`src/rtl/vldst_if.sv`:
```
// Memory request/return channel and vector register file ports of the vector
// load/store unit. The unit is the master; memory and register file are the slave.
interface vldst_if;
  logic         mem_req;
  logic         mem_we;
  logic [15:0]  mem_addr;
  logic [15:0]  mem_wdata;
  logic         mem_ready;
  logic         mem_rvalid;
  logic [15:0]  mem_rdata;
  logic [3:0]   vr_raddr;
  logic [255:0] vr_rdata;
  logic [3:0]   vr_rlen;
  logic         vr_wen;
  logic [3:0]   vr_waddr;
  logic [3:0]   vr_wlen;
  logic [255:0] vr_wdata;

  modport master (
    output mem_req, mem_we, mem_addr, mem_wdata,
    input  mem_ready, mem_rvalid, mem_rdata,
    output vr_raddr,
    input  vr_rdata, vr_rlen,
    output vr_wen, vr_waddr, vr_wlen, vr_wdata
  );

  modport slave (
    input  mem_req, mem_we, mem_addr, mem_wdata,
    output mem_ready, mem_rvalid, mem_rdata,
    input  vr_raddr,
    output vr_rdata, vr_rlen,
    input  vr_wen, vr_waddr, vr_wlen, vr_wdata
  );
endinterface

```
`src/rtl/vldst.sv`:
```
// Vector load/store unit: moves 16 x 16-bit element vectors between a vector
// register file and a 16-bit element-addressed memory, one element per request.
module vldst (
  input  logic        clk,
  input  logic        rst_n,
  input  logic        start,
  input  logic        op,
  input  logic [3:0]  vreg,
  input  logic [15:0] base,
  input  logic [3:0]  len,
  output logic        busy,
  output logic        done,
  vldst_if.master     bus
);

  localparam logic [2:0] IDLE    = 3'd0;
  localparam logic [2:0] LD_REQ  = 3'd1;
  localparam logic [2:0] LD_WB   = 3'd2;
  localparam logic [2:0] ST_RD   = 3'd3;
  localparam logic [2:0] ST_WAIT = 3'd4;
  localparam logic [2:0] ST_REQ  = 3'd5;
  localparam logic [2:0] DONE    = 3'd6;

  logic [2:0]  state_q, state_d;
  logic [3:0]  vreg_q;
  logic [15:0] base_q;
  logic [3:0]  cnt_q;
  logic [4:0]  iss_q;
  logic [4:0]  ret_q;
  logic [15:0] elem_q [16];

  logic accept;
  logic ld_ret;
  logic last_ret;
  logic ld_issuing;

  assign ld_issuing = (state_q == LD_REQ) && (iss_q <= {1'b0, cnt_q});
  assign accept     = bus.mem_req && bus.mem_ready;
  // Returns are only meaningful while a load still expects data; stray ones are dropped.
  assign ld_ret     = (state_q == LD_REQ) && bus.mem_rvalid && (ret_q <= {1'b0, cnt_q});
  assign last_ret   = ld_ret && (ret_q[3:0] == cnt_q);

  always_comb begin
    state_d = state_q;
    case (state_q)
      IDLE:    if (start) state_d = op ? ST_RD : LD_REQ;
      LD_REQ:  if (last_ret) state_d = LD_WB;
      LD_WB:   state_d = DONE;
      ST_RD:   state_d = ST_WAIT;
      ST_WAIT: state_d = ST_REQ;
      ST_REQ:  if (accept && (iss_q[3:0] == cnt_q)) state_d = DONE;
      DONE:    state_d = IDLE;
      default: state_d = IDLE;
    endcase
  end

  always_ff @(posedge clk or negedge rst_n) begin
    if (!rst_n) begin
      state_q <= IDLE;
      vreg_q  <= '0;
      base_q  <= '0;
      cnt_q   <= '0;
      iss_q   <= '0;
      ret_q   <= '0;
      for (int unsigned i = 0; i < 16; i++) elem_q[i] <= '0;
    end else begin
      state_q <= state_d;
      case (state_q)
        IDLE: begin
          if (start) begin
            vreg_q <= vreg;
            base_q <= base;
            cnt_q  <= len;
            iss_q  <= '0;
            ret_q  <= '0;
            for (int unsigned i = 0; i < 16; i++) elem_q[i] <= '0;
          end
        end
        LD_REQ: begin
          if (accept) iss_q <= iss_q + 5'd1;
          if (ld_ret) begin
            elem_q[ret_q[3:0]] <= bus.mem_rdata;
            ret_q              <= ret_q + 5'd1;
          end
        end
        ST_WAIT: begin
          // For stores the element count comes from the register's stored length.
          cnt_q <= bus.vr_rlen;
          for (int unsigned i = 0; i < 16; i++) elem_q[i] <= bus.vr_rdata[16*i +: 16];
        end
        ST_REQ: begin
          if (accept) iss_q <= iss_q + 5'd1;
        end
        default: ;
      endcase
    end
  end

  assign busy = (state_q != IDLE);
  assign done = (state_q == DONE);

  assign bus.mem_req   = ld_issuing || (state_q == ST_REQ);
  assign bus.mem_we    = (state_q == ST_REQ);
  assign bus.mem_addr  = bus.mem_req ? (base_q + {11'b0, iss_q}) : '0;
  assign bus.mem_wdata = (state_q == ST_REQ) ? elem_q[iss_q[3:0]] : '0;

  assign bus.vr_raddr  = (state_q == ST_RD) ? vreg_q : '0;
  assign bus.vr_wen    = (state_q == LD_WB);
  assign bus.vr_waddr  = (state_q == LD_WB) ? vreg_q : '0;
  assign bus.vr_wlen   = (state_q == LD_WB) ? cnt_q : '0;

  always_comb begin
    bus.vr_wdata = '0;
    if (state_q == LD_WB) begin
      for (int unsigned i = 0; i < 16; i++) bus.vr_wdata[16*i +: 16] = elem_q[i];
    end
  end

endmodule

```
`src/flat_wrapper.sv`:
```
// flat-port wrapper written by rule: the top's interface ports become plain ports
module vldst_flat 
  (clk, rst_n, start, op, vreg, base, len, busy, done, bus_mem_req, bus_mem_we, bus_mem_addr, bus_mem_wdata, bus_mem_ready, bus_mem_rvalid, bus_mem_rdata, bus_vr_raddr, bus_vr_rdata, bus_vr_rlen, bus_vr_wen, bus_vr_waddr, bus_vr_wlen, bus_vr_wdata);
  vldst_if bus_i ();
  input  logic clk;
  input  logic rst_n;
  input  logic start;
  input  logic op;
  input  logic [3:0] vreg;
  input  logic [15:0] base;
  input  logic [3:0] len;
  output logic busy;
  output logic done;
  output wire logic [$bits(bus_i.mem_req)-1:0] bus_mem_req;
  output wire logic [$bits(bus_i.mem_we)-1:0] bus_mem_we;
  output wire logic [$bits(bus_i.mem_addr)-1:0] bus_mem_addr;
  output wire logic [$bits(bus_i.mem_wdata)-1:0] bus_mem_wdata;
  input wire logic [$bits(bus_i.mem_ready)-1:0] bus_mem_ready;
  input wire logic [$bits(bus_i.mem_rvalid)-1:0] bus_mem_rvalid;
  input wire logic [$bits(bus_i.mem_rdata)-1:0] bus_mem_rdata;
  output wire logic [$bits(bus_i.vr_raddr)-1:0] bus_vr_raddr;
  input wire logic [$bits(bus_i.vr_rdata)-1:0] bus_vr_rdata;
  input wire logic [$bits(bus_i.vr_rlen)-1:0] bus_vr_rlen;
  output wire logic [$bits(bus_i.vr_wen)-1:0] bus_vr_wen;
  output wire logic [$bits(bus_i.vr_waddr)-1:0] bus_vr_waddr;
  output wire logic [$bits(bus_i.vr_wlen)-1:0] bus_vr_wlen;
  output wire logic [$bits(bus_i.vr_wdata)-1:0] bus_vr_wdata;
  assign bus_mem_req = bus_i.mem_req;
  assign bus_mem_we = bus_i.mem_we;
  assign bus_mem_addr = bus_i.mem_addr;
  assign bus_mem_wdata = bus_i.mem_wdata;
  assign bus_i.mem_ready = bus_mem_ready;
  assign bus_i.mem_rvalid = bus_mem_rvalid;
  assign bus_i.mem_rdata = bus_mem_rdata;
  assign bus_vr_raddr = bus_i.vr_raddr;
  assign bus_i.vr_rdata = bus_vr_rdata;
  assign bus_i.vr_rlen = bus_vr_rlen;
  assign bus_vr_wen = bus_i.vr_wen;
  assign bus_vr_waddr = bus_i.vr_waddr;
  assign bus_vr_wlen = bus_i.vr_wlen;
  assign bus_vr_wdata = bus_i.vr_wdata;
  vldst u_core (.clk(clk), .rst_n(rst_n), .start(start), .op(op), .vreg(vreg), .base(base), .len(len), .busy(busy), .done(done), .bus(bus_i));
endmodule
```
`config.mk`:
```
export PLATFORM = sky130hd
export DESIGN_NAME = vldst_flat
export DESIGN_NICKNAME = d
export VERILOG_FILES = /design/src/rtl/vldst_if.sv /design/src/rtl/vldst.sv /design/src/flat_wrapper.sv
export SDC_FILE = /design/constraint.sdc
export NUM_CORES = 1
export LEC_CHECK = 0
export ABC_AREA = 1
export BUFFER_PORTS_ARGS = -buffer_cell sky130_fd_sc_hd__buf_2
export CAP_MARGIN = 20
export CORE_AREA = 2 2 241 243
export DETAILED_ROUTE_END_ITERATION = 7
export DIE_AREA = 0 0 243 245
export PLACE_DENSITY = 0.68
export SLEW_MARGIN = 20
export SYNTH_ARGS = -nofsm -noshare
export SYNTH_HDL_FRONTEND = slang
export SYNTH_SLANG_ARGS = --single-unit
export TNS_END_PERCENT = 20
```
`constraint.sdc`:
```
create_clock -name clk -period 4.1 [get_ports clk]
set_clock_uncertainty 0.1 [all_clocks]
set_input_delay 0.82 -clock clk [delete_from_list [all_inputs] [get_ports clk]]
set_output_delay 0.82 -clock clk [all_outputs]
set_load 0.005 [all_outputs]
```
-- Word level (Yosys, flattened, before mapping)
Index checks and enable logic that the tools add are counted.
- add/sub/neg operators: 3
- magnitude comparators: 5
- eq/ne operators: 13
- multiplexer cells: 27
- bitwise gates (word level): 2
- reductions and logical operators: 21
- operators with widths (operator ; number):
    256-bit two-way mux ; 3
    256-bit one-hot mux with 3 select lines ; 1
    256-bit bitwise mux ; 1
    16-bit two-way mux ; 5
    16-bit binary-select mux with 4-bit select ; 1
    16-bit demux with 4-bit select ; 1
    5-bit one-hot mux with 2 select lines ; 2
    3-bit one-hot mux with 6 select lines ; 1
    16-bit by 5-bit adder with 16-bit output ; 1
    4-bit two-way mux ; 4
    5-bit two-way mux ; 3
    3-bit AND reduction ; 4
    5-bit by 1-bit adder with 5-bit output, second input constant ; 2
    5-bit >= comparator, second input constant ; 2
    5-bit by 4-bit less-or-equal comparator with 1-bit output ; 2
    4-bit NOT with 5-bit output ; 2
    3-bit == test, second input constant ; 3
    3-bit two-way mux ; 3
    4-bit == test ; 2
    2-bit by 1-bit inequality test with 1-bit output, second input constant ; 4
    4-bit one-hot mux with 2 select lines ; 1
    1-bit logical AND ; 7
    3-bit by 2-bit == test with 1-bit output, second input constant ; 2
    2-bit nonzero test ; 3
    9 further kinds ; 11
- register bits: 293
- input port bits: 306
- logic and storage cells: 93

-- Logic depth before layout (Yosys ltp)
Gate-level depths: netlist (run 1).
- depth after elaboration: 8
- mapped depth: 14
- gate-level depth less buffers: 13

-- Worst setup path before layout (run 1)
No wires, ideal clock.
- path type: register to output
- start point: reg u_core.iss_q[0]
- end point: out bus_mem_addr[13]
- data arrival time: 1.945 ns
- slack: 1.235 ns
- stages on the path, launching flop included: 14
- cells stage by stage: dfrtp_1 -> inv_1 -> clkbuf_1 -> clkbuf_1 -> ha_1 -> inv_1 -> nand3_1 -> nand3_1 -> nand2_1 -> nand2_1 -> nand2_1 -> buf_2 -> o21ai_0 -> nor2_1
- longest elaborated chain between the ends: 4
- elaborated cells between the ends (all ways): 5
- RTL lines (what ; RTL line ; text):
    start: declaration ; vldst.sv:28 ; logic [4:0] iss_q;
    start signal: assignment ; vldst.sv:80 ; if (accept) iss_q <= iss_q + 5'd1;
    start signal: assignment ; vldst.sv:92 ; if (accept) iss_q <= iss_q + 5'd1;
    5-bit by 4-bit less-or-equal comparator with 1-bit output ; vldst.sv:37 ; assign ld_issuing = (state_q == LD_REQ) && (iss_q <= {1'b0, cnt_q});
    1-bit logical AND ; vldst.sv:37 ;
    1-bit logical OR ; vldst.sv:102 ; assign bus.mem_req = ld_issuing || (state_q == ST_REQ);
    net bus_mem_req ; flat_wrapper.sv:14 ; output wire logic [$bits(bus_i.mem_req)-1:0] bus_mem_req;
    16-bit two-way mux ; vldst.sv:104 ; assign bus.mem_addr = bus.mem_req ? (base_q + {11'b0, iss_q}) : '0;
    end: declaration ; flat_wrapper.sv:16 ; output wire logic [$bits(bus_i.mem_addr)-1:0] bus_mem_addr;
The timed path passes the listed nets, and every way through them passes these cells.

-- Worst setup path after layout (run 1)
- start point: reg u_core.iss_q[0]
- end point: out bus_mem_wdata[3]
- longest elaborated chain between the ends: 5
- RTL lines (what ; RTL line ; text):
    4-bit NOT with 5-bit output (not written as such) ; vldst.sv:105 ; assign bus.mem_wdata = (state_q == ST_REQ) ? elem_q[iss_q[3:0]] : '0;
    16-bit binary-select mux with 4-bit select ; vldst.sv:105 ;
    16-bit two-way mux (not written as such) (2 in a row) ; vldst.sv:105 ;
    16-bit two-way mux ; vldst.sv:105 ;
    end: declaration ; flat_wrapper.sv:17 ; output wire logic [$bits(bus_i.mem_wdata)-1:0] bus_mem_wdata;
Every way passes these cells. The select of a mux whose other input is x is not followed.

==> results_dict.tcl, run 1 <==
set metrics [dict create \
    outcome "completed" \
    start_util_pct 37.9 \
    grt-ovfl-total 0 \
    power_leakage_nw 14.1 \
    place.detailed.instances 4731 \
    ys_seq_elements 293 \
    yosys.area.top_type "sky130_fd_sc_hd__dfrtp_1" \
    clk_path_buf_depth 3 \
    place_ws_ns 0.646 \
    drt_drc_violations_left 0 \
    fp.coreArea_um2 57000 \
    setup-tns-final_ns 0 \
    num_io_pins 611 \
    maximum_number_of_pins_on_one_net_before_global_route_repair 185 \
    tightest_slew_ns 1.29 \
    reg_clk_slew_reported_paths_ns 0.06 \
    portBuffers 610 \
    die_area_um2 59500 \
    area_occupied_by_multi_input_gates_um2 12000 \
    setup-violations-final 0 \
    synthesis.yosys.warnings 0 \
    rr_endpoint "u_core.elem_q[206]" \
    drt_pre_antenna_iters 6 \
    cp_data_required_time_ns 3.18 \
    grt_antenna_before_repair 15 \
    cts_hold_repair.buffers 0 \
    min_period_ns 3.88 \
    fin_nets 4332 \
    yosysSeqAreaShare_pct 33.9 \
    reg2reg_depth 9 \
    slew_headroom_pct 13.7 \
    mappedNetlistArea_um2 21600 \
    postSynthNetCount 3925 \
    cts_max_level 2 \
    rows 88 \
    slew_violations 0 \
    dr_total_vias 26700 \
    tritoncts.num_buffers 37 \
    yosysUniqueCellTypes 31 \
    critPathKind "reg -> out" \
    n_fill_cell 6262 \
    grt_usage_pct 34.5 \
    synth.area.top_cells "sky130_fd_sc_hd__dfrtp_1 (34%), sky130_fd_sc_hd__nand2_1 (21%), sky130_fd_sc_hd__o21ai_0 (11%)" \
    worstSkewPairLatency_ns 0.56 \
    worst_hold_check_path_type "in -> async" \
    detail_route.wirelength_mm 108 \
    register_area_um2 7340 \
    dpl.hpwl_mm 74.4 \
    chipHeight_um 245 \
    worst_ep_arrival_time_ns 2.96 \
    timing.rr.start "u_core.ret_q[2]" \
    synth_cells 3599 \
    detail_route.vias_per_cell 5.55 \
    setup.worst_path.end_class "output pin" \
    power_density_nw_per_um2 715 \
    min_period_over_period_pct 94.5 \
    critical_path.max_fanout 72 \
    timing.reg2reg.setup_slack_ns 1.11 \
    drt_iter0_drc 3611 \
    fmax_mhz 258 \
    gp_congestion 0.931 \
    worst_ir_drop_vdd_uv 963 \
    postLayoutSetupSlackWorst_ns 0.224 \
    ant_nets 0 \
    grt_pass1_wl_mm 155 \
    cts.root.buffer_cell "sky130_fd_sc_hd__clkbuf_16" \
    critPathLaunchType "register" \
    layoutNonFillerInstCount 4809 \
    hold_ws_ns 0.177 \
    drv.max_cap_violation_count 0 \
    cts_num_sinks 293 \
    synth_top_area_share_pct 33.9 \
    unrepaired_setup_endpoints_after_global_routing "no" \
    synthToLayoutAreaGrowth_pct 21.7 \
    design_power_total_mw 18.8 \
    vias_in_the_first_global_route 23400 \
    synthesized_area_per_cell_um2 6.01 \
    die_w_um 243 \
    final-hold-violation-count 0 \
    route.detailed.wl_per_inst_um 22.5 \
    drive_above_1_share_pct 18.1 \
    tritoncts_clock_tree "done" \
]
==> worst max path at each step <==
stage / from / to / slack, ns
after floorplan: u_core.iss_q[0] / bus_mem_addr[13] / 1.24
after global placement: u_core.iss_q[0] / bus_mem_addr[6] / 0.61
after detailed placement: u_core.iss_q[0] / bus_mem_addr[6] / 0.65
after CTS: u_core.iss_q[0] / bus_mem_addr[6] / 0.03
after global routing: u_core.iss_q[0] / bus_mem_wdata[14] / 0.07
final: u_core.iss_q[0] / bus_mem_wdata[3] / 0.22
==> synth_stat cells <==
master	number
sky130_fd_sc_hd__inv_2	4
sky130_fd_sc_hd__a21o_1	1
sky130_fd_sc_hd__ha_1	19
sky130_fd_sc_hd__nand3_2	1
sky130_fd_sc_hd__clkbuf_1	187
sky130_fd_sc_hd__buf_1	19
sky130_fd_sc_hd__fa_1	1
sky130_fd_sc_hd__o311ai_0	1
sky130_fd_sc_hd__dfrtp_1	293
sky130_fd_sc_hd__nand2_1	1191
sky130_fd_sc_hd__nand3b_1	1
sky130_fd_sc_hd__nand4_1	4
sky130_fd_sc_hd__o21ai_0	459
sky130_fd_sc_hd__clkinv_1	4
sky130_fd_sc_hd__nand2_2	1
sky130_fd_sc_hd__o211ai_1	10
sky130_fd_sc_hd__nor3_2	1
sky130_fd_sc_hd__a31oi_1	17
sky130_fd_sc_hd__a21oi_1	329
sky130_fd_sc_hd__nor2_4	1
sky130_fd_sc_hd__nor2_2	2
sky130_fd_sc_hd__xor2_1	5
sky130_fd_sc_hd__inv_1	302
sky130_fd_sc_hd__xnor2_1	1
sky130_fd_sc_hd__o31ai_1	1
sky130_fd_sc_hd__nor3_1	4
sky130_fd_sc_hd__a22oi_1	4
sky130_fd_sc_hd__nand3_1	333
sky130_fd_sc_hd__nor2_1	322
sky130_fd_sc_hd__buf_2	80
sky130_fd_sc_hd__a31o_2	1
==> metrics by stage <==
stage          util, %  cell area [um2]
2_1_floorplan        -            21600
4_1_cts           46.0            26200
5_1_grt           46.1            26300
6_report          46.1            26300
3_5_place_dp      43.9            25000
3_3_place_gp      43.9            25000
==> registers in the layout (all words and copies together), names as in the netlist <==
register / flops
u_core.elem_q: 256
u_core.state_q: 3
u_core.vreg_q: 4
u_core.cnt_q: 4
u_core.base_q: 16
u_core.ret_q: 5
u_core.iss_q: 5
==> cell type report <==
type | count | share of cell area (%)
multi-input combinational | 2710 | 45.6
sequential | 293 | 27.9
clock inverter | 6 | 0.414
inverter | 310 | 4.48
clock buffer | 58 | 4.17
tap | 765 | 3.64
antenna | 13 | 0.124
timing repair buffer | 654 | 13.6
==> routing by layer <==
metal	global-route usage, %	vias to the layer above	share of wire [%]
met3	5.73	237	9.9
li1	-	12300	-
met2	55.3	1596	46
met4	14.6	2	4.2
met1	46.2	12500	40
met5	0	-	0.010
==> cell usage in the layout, fill, tap and decap left out, drive strengths merged, types with 13 or more instances in the layout <==
cell type | Yosys | routed
a21oi | 329 | 329
a31oi | 17 | 17
buf | 99 | 654
clkbuf | 187 | 58
dfrtp | 293 | 293
diode | 0 | 13
ha | 19 | 19
inv | 306 | 306
nand2 | 1192 | 1192
nand3 | 334 | 334
nor2 | 325 | 325
o21ai | 459 | 459
==> cell families (layout without fill, tap and decap cells) <==
group / after synthesis / count (layout) / synth area share [%]
AND/OR/NAND/NOR: 1861 / 1861 / 34.5
AO/OA/AOI/OAI: 823 / 823 / 19.4
buffers and inverters: 596 / 1028 / 10.8
flip-flops: 293 / 293 / 33.9
adder cells (fa/ha/maj): 20 / 20 / 1.19
XOR/XNOR: 6 / 6 / 0.243
other: 0 / 13 / 0
==> critical path, cell delays in order (launching register included) <==
cell and delay [ns]:
sky130_fd_sc_hd__dfrtp_4 0.65, sky130_fd_sc_hd__buf_12 0.29, sky130_fd_sc_hd__a21oi_1 0.17, sky130_fd_sc_hd__o21ai_0 0.22, sky130_fd_sc_hd__nand3_1 0.19, sky130_fd_sc_hd__nand3_1 0.24, sky130_fd_sc_hd__a31oi_1 0.42, sky130_fd_sc_hd__buf_2 0.20
==> repair_timing <==
action | CTS | global route
gates resized for setup | 0 | 1
setup endpoints to repair | 0 | 13
setup buffers | 0 | 1
==> where the power goes <==
group	internal [mW]	switching [mW]	leakage, nW
Sequential	3.91	0.932	3.95
Clock	2.02	1.37	0.588
Combinational	2.78	7.81	9.59
Total	8.71	10.1	14.1
(Power assumes the default switching activity.)
==> run 2, diff against run 1 <==
--- a/config.mk
+++ b/config.mk
@@ -8,10 +8,10 @@
 export ABC_AREA = 1
 export BUFFER_PORTS_ARGS = -buffer_cell sky130_fd_sc_hd__buf_2
 export CAP_MARGIN = 20
-export CORE_AREA = 2 2 241 243
+export CORE_AREA = 4 4 236 238
 export DETAILED_ROUTE_END_ITERATION = 7
-export DIE_AREA = 0 0 243 245
-export PLACE_DENSITY = 0.68
+export DIE_AREA = 0 0 240 242
+export PLACE_DENSITY = 0.71
 export SLEW_MARGIN = 20
 export SYNTH_ARGS = -nofsm -noshare
 export SYNTH_HDL_FRONTEND = slang
==> run 2 against run 1 <==
Net effect: global-route usage increased by 0.89 points; cell count is 1.4% lower; wire length increased by 0.13%; core utilization is 2.9 points higher; die area shrank 2.4%; worst hold slack got worse by 0.0092 ns; combinational power about the same; count of clock-buffer cells in the layout is 7 lower; clock power down 3%; non-clock buffer count rose by 10; setup slack improved by 0.077 ns; critical path type unchanged.
==> results_dict.tcl, run 2 (synthesized netlist as in run 1, its figures left out) <==
set metrics [dict create \
    unrepaired_setup_endpoints_after_global_routing "no" \
    die_w_um 240 \
    critPathKind "reg -> out" \
    power_density_nw_per_um2 709 \
    place_area_um2 25000 \
    p_int_mw 8.69 \
    tritoncts_clock_tree "done" \
    drt_pre_antenna_iters 6 \
    mostFrequentLayoutCells "sky130_fd_sc_hd__nand2_1 (1189), sky130_fd_sc_hd__buf_2 (609), sky130_fd_sc_hd__o21ai_0 (459), sky130_fd_sc_hd__nand3_1 (332), sky130_fd_sc_hd__a21oi_1 (329)" \
    timing.critical_path.max_delay_family "simple AND/OR/NAND/NOR gates" \
    reg_clk_slew_reported_paths_ns 0.06 \
    sequence_of_cells_on_the_critical_path "inv_4, ha_1, inv_1, nand3_1, nand3_1, nand2_1, nand2_1, nand2_1, inv_1, nor3_1, buf_2" \
    drt_iter0_drc 3635 \
    startpoint "u_core.iss_q[0]" \
    gp_congestion 0.917 \
    n_fill_cell 5689 \
    clk_path_buf_depth 3 \
    detail_route.wirelength_mm 108 \
    fp.coreArea_um2 53600 \
    reg2reg_depth 7 \
    min_period_over_period_pct 92.7 \
    detail_route.vias_per_cell 5.66 \
    power_leakage_nw 14.2 \
    register_area_um2 7340 \
    outcome "completed" \
    tritoncts.num_buffers 37 \
    vias_in_the_first_global_route 24300 \
    comb_power_share_pct 56.6 \
    cts_max_level 2 \
    worst_ir_drop_vdd_uv 689 \
    dpl.hpwl_mm 75.2 \
    clkPwrFrac_pct 17.7 \
    cts.root.buffer_cell "sky130_fd_sc_hd__clkbuf_16" \
    largest_register_ff_count 256 \
    grt_pass1_wl_mm 158 \
    final-hold-violation-count 0 \
    dr_total_vias 26800 \
    fin_nets 4342 \
    timing.critical_path.slowest_stage_cell "sky130_fd_sc_hd__dfrtp_4" \
    num_io_pins 611 \
    worstSkewPairLatency_ns 0.55 \
    grt-ovfl-total 0 \
    top_regs "u_core.elem_q: 256 flops, u_core.base_q: 16 flops" \
    synthToLayoutAreaGrowth_pct 21.5 \
    grt_usage_pct 35.4 \
    seq_power_share_pct 25.7 \
    setup-tns-final_ns 0 \
    start_util_pct 40.3 \
    slew_headroom_pct 25.5 \
    layout_commonest_cell "sky130_fd_sc_hd__nand2_1" \
    layoutNonFillerInstCount 4744 \
    slew_violations 0 \
    postLayoutSetupSlackWorst_ns 0.301 \
    portBuffers 610 \
    critical_path.max_fanout 46 \
    cts_hold_repair.buffers 0 \
    min_period_ns 3.80 \
    die_area_um2 58100 \
    net_switching_power_figure_mw 9.95 \
    power.share.switching_pct 53.4 \
    area_occupied_by_multi_input_gates_um2 12000 \
    cp_data_required_time_ns 3.18 \
    tightest_slew_ns 1.12 \
    fmax_mhz 263 \
    setup-violations-final 0 \
    route.detailed.wl_per_inst_um 22.8 \
    rr_endpoint "u_core.elem_q[102]" \
    drv.max_cap_violation_count 0 \
    path_buf_inv 4 \
    critical_path.max_stage_delay_ns 0.51 \
    rows 85 \
    worst_hold_check_path_type "in -> async" \
    place_ws_ns 0.916 \
    drive_above_1_share_pct 18.2 \
    cts_num_sinks 293 \
    ant_nets 0 \
    cts_setup_buffers 0 \
    register_name_with_the_most_flops "u_core.elem_q" \
    finish.instance_area_um2 26300 \
    chipHeight_um 242 \
    critPathLaunchType "register" \
    timing.reg2reg.setup_slack_ns 1.12 \
    grt_antenna_before_repair 10 \
    setup.worst_path.end_class "output pin" \
    place.detailed.instances 4671 \
    maximum_number_of_pins_on_one_net_before_global_route_repair 151 \
    cpMostUsedCell "sky130_fd_sc_hd__nand2_1" \
    number_of_gates_resized_after_cts 0 \
    worst_ep_arrival_time_ns 2.88 \
    drt_drc_violations_left 0 \
    timing.rr.start "u_core.state_q[1]" \
]
## run 2: cell types whose count changed in the layout (fill, tap and decap cells not counted), moves of 3 or more
cell	change
sky130_fd_sc_hd__diode_2	-3
sky130_fd_sc_hd__buf_12	+3
sky130_fd_sc_hd__buf_4	+6
sky130_fd_sc_hd__nand2_2	-5
sky130_fd_sc_hd__clkbuf_1	-6
sky130_fd_sc_hd__nand2_1	+5
## run 2: layout make-up
type | instances | area share [%]
Clock buffer | 51 | 4.04
Timing Repair Buffer | 664 | 14.1
Multi-Input combinational cell | 2710 | 45.6
Sequential cell | 293 | 27.9
Inverter | 310 | 4.50
Tap cell | 696 | 3.31
Antenna cell | 10 | 0.0953
Clock inverter | 10 | 0.419
## run 2: worst max-delay path by stage
stage / end / depth (start not counted)
2_1_floorplan: bus_mem_addr[13] / 13
3_3_place_gp: bus_mem_addr[10] / 11
3_5_place_dp: bus_mem_addr[6] / 11
4_1_cts: bus_mem_addr[6] / 11
5_1_grt: bus_mem_addr[6] / 11
6_report: bus_mem_addr[6] / 11
## run 2: worst reg2reg max path: stages (launching register included)
cell	delay [ns]
sky130_fd_sc_hd__dfrtp_1	0.45
sky130_fd_sc_hd__nor2_4	0.10
sky130_fd_sc_hd__nand2_8	0.17
sky130_fd_sc_hd__buf_4	0.58
sky130_fd_sc_hd__buf_4	0.88
sky130_fd_sc_hd__o21ai_0	0.39
sky130_fd_sc_hd__nand3_1	0.14
sky130_fd_sc_hd__nand2_1	0.07
## run 2: power groups by stage
stage	Combinational [mW]	Sequential, mW	Clock [mW]
2_1_floorplan	6.83	4.44	0
3_3_place_gp	10.2	4.76	0
3_5_place_dp	10.3	4.78	0
4_1_cts	10.3	4.74	3.34
5_1_grt	11.5	4.88	3.42
6_report	10.6	4.79	3.29
## run 2: stage by stage
step / power [mW] / hold WS (ns) / util [%]
4_1_cts: 18.4 / 0.183 / 48.9
6_report: 18.6 / 0.168 / 49.0
5_1_grt: 19.8 / 0.205 / 49.0
3_5_place_dp: 15.1 / 0.358 / 46.7
2_1_floorplan: 11.3 / 0.342 / -
3_3_place_gp: 15.0 / 0.353 / 46.7
## run 2: routing by layer
metal	track usage [%]	part of all wire, %	up-vias
met5	0	0.026	-
met1	46.5	39	12400
met3	6.05	10	300
li1	-	-	12400
met2	56.7	46	1761
met4	16.8	5.2	4
